--- src/rtl/mci_sec_state_filter.sv ---
// Fault-hardening filter between the LCC state translator and its consumers:
// locking changes pass in one cycle, unlocking changes must be held stable first.
module mci_sec_state_filter #(
    parameter int unsigned STABLE_CYCLES = 4,
    parameter int unsigned CHG_CNT_W     = 8
) (
    input  logic                 clk,
    input  logic                 rst_n,
    input  logic                 otp_data_valid_i,
    input  logic [2:0]           security_state_i,
    input  logic                 dft_en_i,
    input  logic                 hw_debug_en_i,
    output logic [2:0]           security_state_o,
    output logic                 soc_dft_en_o,
    output logic                 soc_hw_debug_en_o,
    output logic                 state_error_o,
    output logic                 state_chg_pulse_o,
    output logic [CHG_CNT_W-1:0] chg_cnt_o
);

    localparam int unsigned STAB_W = $clog2(STABLE_CYCLES + 1);
    localparam logic [1:0]  LC_PROD = 2'b11;
    localparam logic [1:0]  LC_RSVD = 2'b10;
    // Field vector layout: {lifecycle[1:0], debug_locked, dft_en, hw_debug_en}
    localparam logic [4:0]  SAFE    = 5'b11100;
    localparam logic [CHG_CNT_W-1:0] CNT_MAX = {CHG_CNT_W{1'b1}};

    typedef enum logic [1:0] {IDLE, SETTLE, ACTIVE, ERROR} state_t;

    state_t               state_q, state_d;
    logic [4:0]           cand_q, cand_d;
    logic [4:0]           comm_q, comm_d;
    logic [4:0]           out_q, out_d;
    logic [STAB_W-1:0]    stab_q, stab_d;
    logic                 err_q, err_d;
    logic                 pulse_q, pulse_d;
    logic [CHG_CNT_W-1:0] cnt_q, cnt_d;
    logic [1:0]           first_lc_q, first_lc_d;
    logic                 first_vld_q, first_vld_d;

    logic [4:0]        in_v;
    logic [4:0]        merged;
    logic              unlock, lc_ok, err_hit, reached;
    logic              commit, drop, fault;
    logic [STAB_W-1:0] stab_inc;

    assign in_v     = {security_state_i, dft_en_i, hw_debug_en_i};
    assign unlock   = (comm_q[2] & ~in_v[2]) | (~comm_q[1] & in_v[1]) | (~comm_q[0] & in_v[0]);
    assign lc_ok    = (in_v[4:3] == comm_q[4:3]) || (in_v[4:3] == LC_PROD);
    assign err_hit  = (in_v[4:3] == LC_RSVD) ||
                      (first_vld_q && (in_v[4:3] != first_lc_q) && (in_v[4:3] != LC_PROD));
    // While settling each field shows the more-locked of committed and live input
    assign merged   = {comm_q[4:3], comm_q[2] | in_v[2], comm_q[1] & in_v[1], comm_q[0] & in_v[0]};
    assign stab_inc = stab_q + STAB_W'(1);
    assign reached  = (stab_inc == STAB_W'(STABLE_CYCLES));

    always_comb begin
        state_d     = state_q;
        cand_d      = cand_q;
        comm_d      = comm_q;
        out_d       = out_q;
        stab_d      = stab_q;
        err_d       = err_q;
        first_lc_d  = first_lc_q;
        first_vld_d = first_vld_q;
        commit      = 1'b0;
        drop        = 1'b0;
        fault       = 1'b0;

        case (state_q)
            IDLE: begin
                out_d = SAFE;
                if (otp_data_valid_i) begin
                    if (STABLE_CYCLES == 1) begin
                        commit = 1'b1;
                    end else begin
                        cand_d  = in_v;
                        stab_d  = STAB_W'(1);
                        state_d = SETTLE;
                    end
                end
            end
            SETTLE: begin
                if (!otp_data_valid_i) begin
                    drop = 1'b1;
                end else if (err_hit) begin
                    fault = 1'b1;
                end else if (in_v == cand_q) begin
                    if (reached) begin
                        commit = 1'b1;
                    end else begin
                        stab_d = stab_inc;
                        out_d  = merged;
                    end
                end else begin
                    cand_d = in_v;
                    stab_d = STAB_W'(1);
                    out_d  = merged;
                end
            end
            ACTIVE: begin
                if (!otp_data_valid_i) begin
                    drop = 1'b1;
                end else if (err_hit) begin
                    fault = 1'b1;
                end else if (in_v == comm_q) begin
                    out_d = comm_q;
                end else if ((!unlock && lc_ok) || (STABLE_CYCLES == 1)) begin
                    commit = 1'b1;
                end else begin
                    cand_d  = in_v;
                    stab_d  = STAB_W'(1);
                    out_d   = comm_q;
                    state_d = SETTLE;
                end
            end
            default: begin
                out_d = SAFE;
            end
        endcase

        if (commit) begin
            comm_d  = in_v;
            out_d   = in_v;
            stab_d  = '0;
            state_d = ACTIVE;
            if (!first_vld_q) begin
                first_vld_d = 1'b1;
                first_lc_d  = in_v[4:3];
            end
        end
        if (drop) begin
            comm_d      = SAFE;
            out_d       = SAFE;
            stab_d      = '0;
            first_vld_d = 1'b0;
            state_d     = IDLE;
        end
        if (fault) begin
            err_d   = 1'b1;
            out_d   = SAFE;
            stab_d  = '0;
            state_d = ERROR;
        end

        pulse_d = (out_d != out_q);
        cnt_d   = (pulse_d && (cnt_q != CNT_MAX)) ? cnt_q + CHG_CNT_W'(1) : cnt_q;
    end

    always_ff @(posedge clk or negedge rst_n) begin
        if (!rst_n) begin
            state_q     <= IDLE;
            cand_q      <= SAFE;
            comm_q      <= SAFE;
            out_q       <= SAFE;
            stab_q      <= '0;
            err_q       <= 1'b0;
            pulse_q     <= 1'b0;
            cnt_q       <= '0;
            first_lc_q  <= 2'b00;
            first_vld_q <= 1'b0;
        end else begin
            state_q     <= state_d;
            cand_q      <= cand_d;
            comm_q      <= comm_d;
            out_q       <= out_d;
            stab_q      <= stab_d;
            err_q       <= err_d;
            pulse_q     <= pulse_d;
            cnt_q       <= cnt_d;
            first_lc_q  <= first_lc_d;
            first_vld_q <= first_vld_d;
        end
    end

    assign security_state_o  = out_q[4:2];
    assign soc_dft_en_o      = out_q[1];
    assign soc_hw_debug_en_o = out_q[0];
    assign state_error_o     = err_q;
    assign state_chg_pulse_o = pulse_q;
    assign chg_cnt_o         = cnt_q;

endmodule

--- config.mk ---
export PLATFORM = sky130hd
export DESIGN_NAME = mci_sec_state_filter
export DESIGN_NICKNAME = d
export VERILOG_FILES = /design/src/rtl/mci_sec_state_filter.sv
export SDC_FILE = /design/constraint.sdc
export NUM_CORES = 1
export LEC_CHECK = 0
export ABC_AREA = 1
export CORE_ASPECT_RATIO = 1.75
export CORE_MARGIN = 2
export CORE_UTILIZATION = 30
export CTS_BUF_LIST = sky130_fd_sc_hd__clkbuf_16
export CTS_CLUSTER_SIZE = 14
export DETAILED_ROUTE_END_ITERATION = 8
export SLEW_MARGIN = 20
export SYNTH_ARGS = -nofsm -noshare
export SYNTH_HDL_FRONTEND = slang
export SYNTH_SLANG_ARGS = --single-unit
--- constraint.sdc ---
create_clock -name clk -period 3.2 [get_ports clk]
set_input_delay 0.64 -clock clk [delete_from_list [all_inputs] [get_ports clk]]
set_output_delay 0.64 -clock clk [all_outputs]
set_load 0.05 [all_outputs]
==> metrics, run 1 <==
io pins 23; most common cell after layout, fill and taps aside nand2_1; reg2reg end chg_cnt_o[7]$_DFFE_PN0P_; FF-to-FF Start comm_q[2]$_DFFE_PN1P_; DRT iter0 DRCs 141; clk slew on worst S/H paths 0.06 ns; status completed; first-pass GRT wire length 10.59 mm; Vias 2219; routability cong. 0.9194; met2 WL post-DR 3.335 mm; commonest non-fill, non-tap cells in the layout 96 x nand2_1, 45 x inv_1, 39 x nand3_1; routed len/inst 13.36 microns; critical-path maximum fanout 10; Starting Density 30.62%; Period minus WS final 2.903 ns; Syn Std Cell Area between 2000 and 2500 sq um; Power Density 931.6 nW/um^2; top cells by area, synth dfrtp_1 25%, nand2_1 15%, dfstp_2 9.9%; Max Used Layer met4; Final Hold Viols 0; Met3 Wirelength around 240 microns; Max Slew Vio Count 0; Worst Path Required about 3.4 ns; Tcrit/Tclk final approximately nine tenths; Synth area leader dfrtp_1; CP Launch Type primary input; Leak 1.514 nW; Critical Path End Type register; vias in the first global route approximately 2300; post-synthesis sequential area ratio a little over a third; count of standard-cell rows 43; Fill cells around 820; total die area 8720 sq um; EDFF count, synth 0; Yosys reg bits 33; yosys warns 0; Gate Count Post-Synth 328; share of cells above drive strength 1 17.89%; Ant. Diodes 0; hold path endpoint state_error_o$_DFFE_PN0P_; routed wire length 6.133 mm; vias per cell around 4.8; clock tree buffer depth 2; Final ANT Viol Nets 0; met1 wire length approximately 2.3 mm; CP Data Arrival Time 3.13 ns; Port Buffers 22; worst skew pair latency between 0.2 and 0.3 ns; # DRC 0; Die Y between 100 and 150 microns; max_slew headroom 65.27%; Syn Area/Cell 7.282 sq um; Die W 71.45 microns; top_reg_cell synth dfrtp_1; FF-to-FF setup slack around 0.60 ns; hold path startpoint state_error_o$_DFFE_PN0P_; number of nets in the layout 388; CTS root buffer clkbuf_16; WHS Path Cells 1; total grt overflow 0; Final setup viols 0; Slew @ Worst Pin between 0.5 and 0.6 ns; RSZ-0062 raised after global routing no; maximum vdd ir drop 0.0005115 V; R2R depth 19; CTS tree done; largest net degree at the start of global routing 34; htree depth 2; initial antenna violation count 0; Mapped Nets roughly 350; synth unique cells 35; Peak Freq 344.4 MHz; Max Cap Viol 0; final core utilization 37.98%; asr flop ratio synth 100.0%; DR pass1 iterations 4; skew final 0.005312 ns; clk sinks 33; P&R area growth vs syn 24.04%; CTS Buf Count 5; Overall Global Routing Usage 15.51%; Setup TNS Final 0 ns; dpl hpwl 4.765 mm; Synth top area share roughly 25%; Hold Path Class register to register; kind of critical path primary input to register; Core Box Area a little under 8000 sq um
cells in the mapped netlist, types with 9 or more instances:
cell type  count
dfrtp_1       24
dfstp_2        9
ha_1          12
inv_1         45
nand2_1       96
nand2_2       10
nand3_1       39
nor2_1        14
o21ai_0       16
kinds of logic after synthesis:
group                      synth area share [%]
buffers and inverters                     8.957
AOI/OAI and AO/OA                         8.330
DFF                                       35.04
xor gates and xnor gates                  3.667
adders and majority gates                 6.286
and+or+nand+nor                           37.72
worst max path at each step:
stage | start | cells after the start | endpoint | slack (ns)
after floorplan | security_state_i[0] | 19 | chg_cnt_o[2]$_DFFE_PN0P_ | 0.66
after detailed placement | security_state_i[0] | 20 | chg_cnt_o[7]$_DFFE_PN0P_ | -0.05
after global routing | security_state_i[0] | 20 | chg_cnt_o[7]$_DFFE_PN0P_ | 0.01
after CTS | security_state_i[0] | 20 | chg_cnt_o[7]$_DFFE_PN0P_ | 0.25
after global placement | security_state_i[0] | 20 | chg_cnt_o[2]$_DFFE_PN0P_ | 0.01
final | security_state_i[0] | 20 | chg_cnt_o[7]$_DFFE_PN0P_ | 0.30
layer usage:
metal	vias up	global-route usage, %
li1	1124	-
met1	1027	16.51
met2	56	28.30
met3	12	3.060
met4	0	7.901
met5	-	0
critical path, stage by stage:
cell	delay (ns)
clkdlybuf4s50_1	0.48
inv_1	0.06
ha_1	0.28
inv_1	0.05
nand2_1	0.04
nor2_1	0.11
nand3_2	0.11
nand3_2	0.15
nand2_2	0.08
nand3_4	0.14
o21ai_2	0.09
nor2_1	0.16
nand2_1	0.10
nand2_1	0.06
nand2_1	0.05
nor2_2	0.13
nand3_4	0.15
nand2_4	0.13
nand2_1	0.07
nand2_1	0.06
report_power, final:
group	switching, mW	internal [mW]	leakage (nW)
registers	0.126	0.602	0.401
logic	1.01	0.540	1.04
clock network	0.193	0.285	0.0696
total	1.33	1.43	1.51
what timing repair did:
item	CTS	global route
endpoints found under the hold margin	0	0
hold buffers	0	0
endpoints found under the setup margin	0	2
resized for setup	0	1
setup buffers	0	0
final cells by class:
cell class	count	area, sq um	area share [%]
Multi-Input combinational cell	242	1338	45.14
Sequential cell	33	837.1	28.25
Timing Repair Buffer	36	340.3	11.49
Inverter	50	192.7	6.503
Tap cell	90	112.6	3.801
Clock buffer	5	125.1	4.223
Clock inverter	3	17.52	0.5912
sequential cells by signal, summed over array words and instances, names as in the netlist:
register           count
cand_q                 5
chg_cnt_o              8
comm_q                 5
first_lc_q             2
first_vld_q            1
out_q                  5
stab_q                 3
state_chg_pulse_o      1
state_error_o          1
state_q                2
metrics by stage:
stage | hold WS [ns] | instance area [sq um] | std cells | setup slack (ns) | total power [mW]
floorplan | 0.3444 | 2389 | 328 | 0.6561 | 1.864
global placement | 0.4636 | 2818 | 451 | 0.01370 | 2.274
detailed placement | 0.4632 | 2818 | 451 | -0.05061 | 2.301
CTS | 0.4811 | 2960 | 459 | 0.2494 | 2.794
global route | 0.5036 | 2963 | 459 | 0.01021 | 3.003
finish | 0.4730 | 2963 | 459 | 0.2968 | 2.760
(Power assumes the default switching activity.)
==> run 2: changes to the inputs <==
--- a/config.mk
+++ b/config.mk
@@ -7,11 +7,11 @@
 export LEC_CHECK = 0
 export ABC_AREA = 1
 export CORE_ASPECT_RATIO = 1.75
-export CORE_MARGIN = 2
 export CORE_UTILIZATION = 30
 export CTS_BUF_LIST = sky130_fd_sc_hd__clkbuf_16
 export CTS_CLUSTER_SIZE = 14
 export DETAILED_ROUTE_END_ITERATION = 8
+export SKIP_CTS_REPAIR_TIMING = 1
 export SLEW_MARGIN = 20
 export SYNTH_ARGS = -nofsm -noshare
 export SYNTH_HDL_FRONTEND = slang
==> metrics, run 2 (synthesis gave the netlist of run 1 again) <==
status completed (unchanged); Power Density 926.9 nW/um^2 (was 931.6 nW/um^2); Overall Global Routing Usage 16.05% (was 15.51%); maximum vdd ir drop 0.0005075 V (was 0.0005115 V); Tcrit/Tclk final 90.73% (about the same); Die W 69.45 microns (was 71.45 microns); first-pass GRT wire length 10.43 mm (was 10.59 mm); Ant. Diodes 0 (unchanged); CP dominant cell by count nand2_1 (unchanged); routability cong. 0.9040 (was 0.9194); Cell Count, Final, Fillers Out 458 (was 459); Port Buffers 22 (unchanged); kind of critical path primary input to register (unchanged); CP Launch Type primary input (unchanged); CP Data Arrival Time 3.13 ns (about the same); crit path setup slack, layout 0.2967 ns (was 0.2968 ns); WHS Path Cells 1 (unchanged); io pins 23 (unchanged); number of nets in the layout 389 (was 388); slowest cell on the critical path clkdlybuf4s50_1 (unchanged); Final setup viols 0 (unchanged); P&R area growth vs syn 24.10% (was 24.04%); FF-to-FF Start comm_q[2]$_DFFE_PN1P_ (unchanged); number of instances in the placed design 448 (was 451); FF-to-FF setup slack 0.61 ns (was 0.60 ns); routed wire length 6.030 mm (was 6.133 mm); commonest non-fill, non-tap cells in the layout 96 x nand2_1, 46 x inv_1, 39 x nand3_1 (was 96 x nand2_1, 45 x inv_1, 39 x nand3_1); most common cell after layout, fill and taps aside nand2_1 (unchanged); critical-path maximum fanout 10 (unchanged); R2R depth 21 (was 19); clk sinks 33 (unchanged); met1 Use GR 16.47% (was 16.51%); DRT iter0 DRCs 74 (was 141); post-layout power 2.748 mW (was 2.760 mW); max_slew headroom 65.84% (was 65.27%); Critical Path End Type register (unchanged); max FFs per register 8 (unchanged); skew final 0.003310 ns (was 0.005312 ns); Hold Path Class register to register (unchanged); largest net degree at the start of global routing 34 (unchanged); htree depth 2 (unchanged); Worst Path Required 3.42 ns (about the same); Max Cap Viol 0 (unchanged); critical path cell sequence clkdlybuf4s50_1 -> inv_1 -> ha_1 -> inv_1 -> nand2_1 -> nor2_1 -> nand3_2 -> nand3_2 -> nand3_2 -> nand2_1 -> nand3_1 -> nand2_1 -> nand2_1 -> nand2_2 -> nand2_2 -> nand2_2 -> nand2_2 -> nor2_4 -> nand3_4 -> nand2_4 -> nand2_1 -> nand2_1 (was clkdlybuf4s50_1 -> inv_1 -> ha_1 -> inv_1 -> nand2_1 -> nor2_1 -> nand3_2 -> nand3_2 -> nand2_2 -> nand3_4 -> o21ai_2 -> nor2_1 -> nand2_1 -> nand2_1 -> nand2_1 -> nor2_2 -> nand3_4 -> nand2_4 -> nand2_1 -> nand2_1); clk slew on worst S/H paths 0.05 ns (was 0.06 ns); Slew @ Worst Pin 0.5107 ns (was 0.5193 ns); met3 usage 3.778% (was 3.060%); reg2reg end chg_cnt_o[1]$_DFFE_PN0P_ (was chg_cnt_o[7]$_DFFE_PN0P_); Vias 2216 (was 2219); CTS Buf Count 5 (unchanged); clock tree buffer depth 2 (unchanged); met2 Usage GRT 29.55% (was 28.30%); dpl hpwl 4.659 mm (was 4.765 mm); DP Worst Slack -0.02890 ns (was -0.05061 ns); crit-path max cell delay 0.47 ns (was 0.48 ns); vias in the first global route 2250 (unchanged); CTS tree done (unchanged); Core Box Area 7620 sq um (was 7801 sq um); Max Slew Vio Count 0 (unchanged); CP top delay family simple AND/OR/NAND/NOR gates (unchanged); count of standard-cell rows 42 (was 43); hold path startpoint state_error_o$_DFFE_PN0P_ (unchanged); hold path endpoint state_error_o$_DFFE_PN0P_ (unchanged); CTS root buffer clkbuf_16 (unchanged); Final Hold Viols 0 (unchanged); worst skew pair latency 0.29 ns (about the same); Period minus WS final 2.903 ns (about the same); initial antenna violation count 0 (unchanged); RSZ-0062 raised after global routing no (unchanged); share of cells above drive strength 1 17.84% (was 17.89%); busiest grt layer met2 (unchanged); Die Y 120.0 microns (was 122.0 microns); total die area 8337 sq um (was 8720 sq um); Starting Density 31.35% (was 30.62%); vias per cell 4.838 (was 4.834); Final ANT Viol Nets 0 (unchanged); # DRC 0 (unchanged); Setup TNS Final 0 ns (unchanged); DR pass1 iterations 4 (unchanged); routed len/inst 13.17 microns (was 13.36 microns); Leak 1.522 nW (was 1.514 nW); total grt overflow 0 (unchanged); CP bufs+invs 3 (unchanged); Peak Freq 344.4 MHz (about the same)
[run 2: report_power, final]
part	internal [mW]	switching, mW
Sequential	0.602	0.129
Clock	0.282	0.187
Combinational	0.538	1.01
[run 2: layout make-up]
| cell class | instances | area (sq um) |
|---|---|---|
| multi-input combinational | 242 | 1338 |
| clock inverter | 3 | 13.76 |
| inverter | 50 | 192.7 |
| timing repair buffer | 37 | 347.8 |
| fill | 801 | 4656 |
| clock buffer | 5 | 125.1 |
| tap | 88 | 110.1 |
| sequential | 33 | 837.1 |
[run 2: routing by layer]
metal | vias up | routed length (microns)
li1 | 1123 | -
met1 | 1034 | 2396
met2 | 47 | 3270
met3 | 12 | 209
met4 | 0 | 153
met5 | - | 0
[run 2: stage by stage]
step | hold WS [ns] | util [%] | instance area, sq um
CTS | 0.4729 | 38.67 | 2947
global placement | 0.4635 | 36.85 | 2808
global route | 0.4796 | 38.90 | 2964
finish | 0.4661 | 38.90 | 2964
detailed placement | 0.4577 | 36.85 | 2808
floorplan | 0.3444 | - | 2389
[run 2: worst max-delay path by stage]
stage / cells after the start / slack (ns) / start / endpoint
3_3_place_gp: 20 / -0.004 / security_state_i[0] / chg_cnt_o[0]$_DFFE_PN0P_
2_1_floorplan: 19 / 0.66 / security_state_i[0] / chg_cnt_o[2]$_DFFE_PN0P_
6_report: 22 / 0.30 / security_state_i[0] / chg_cnt_o[1]$_DFFE_PN0P_
3_5_place_dp: 20 / -0.03 / security_state_i[0] / chg_cnt_o[1]$_DFFE_PN0P_
4_1_cts: 20 / 0.26 / security_state_i[0] / chg_cnt_o[1]$_DFFE_PN0P_
5_1_grt: 20 / 0.00009 / security_state_i[0] / chg_cnt_o[5]$_DFFE_PN0P_
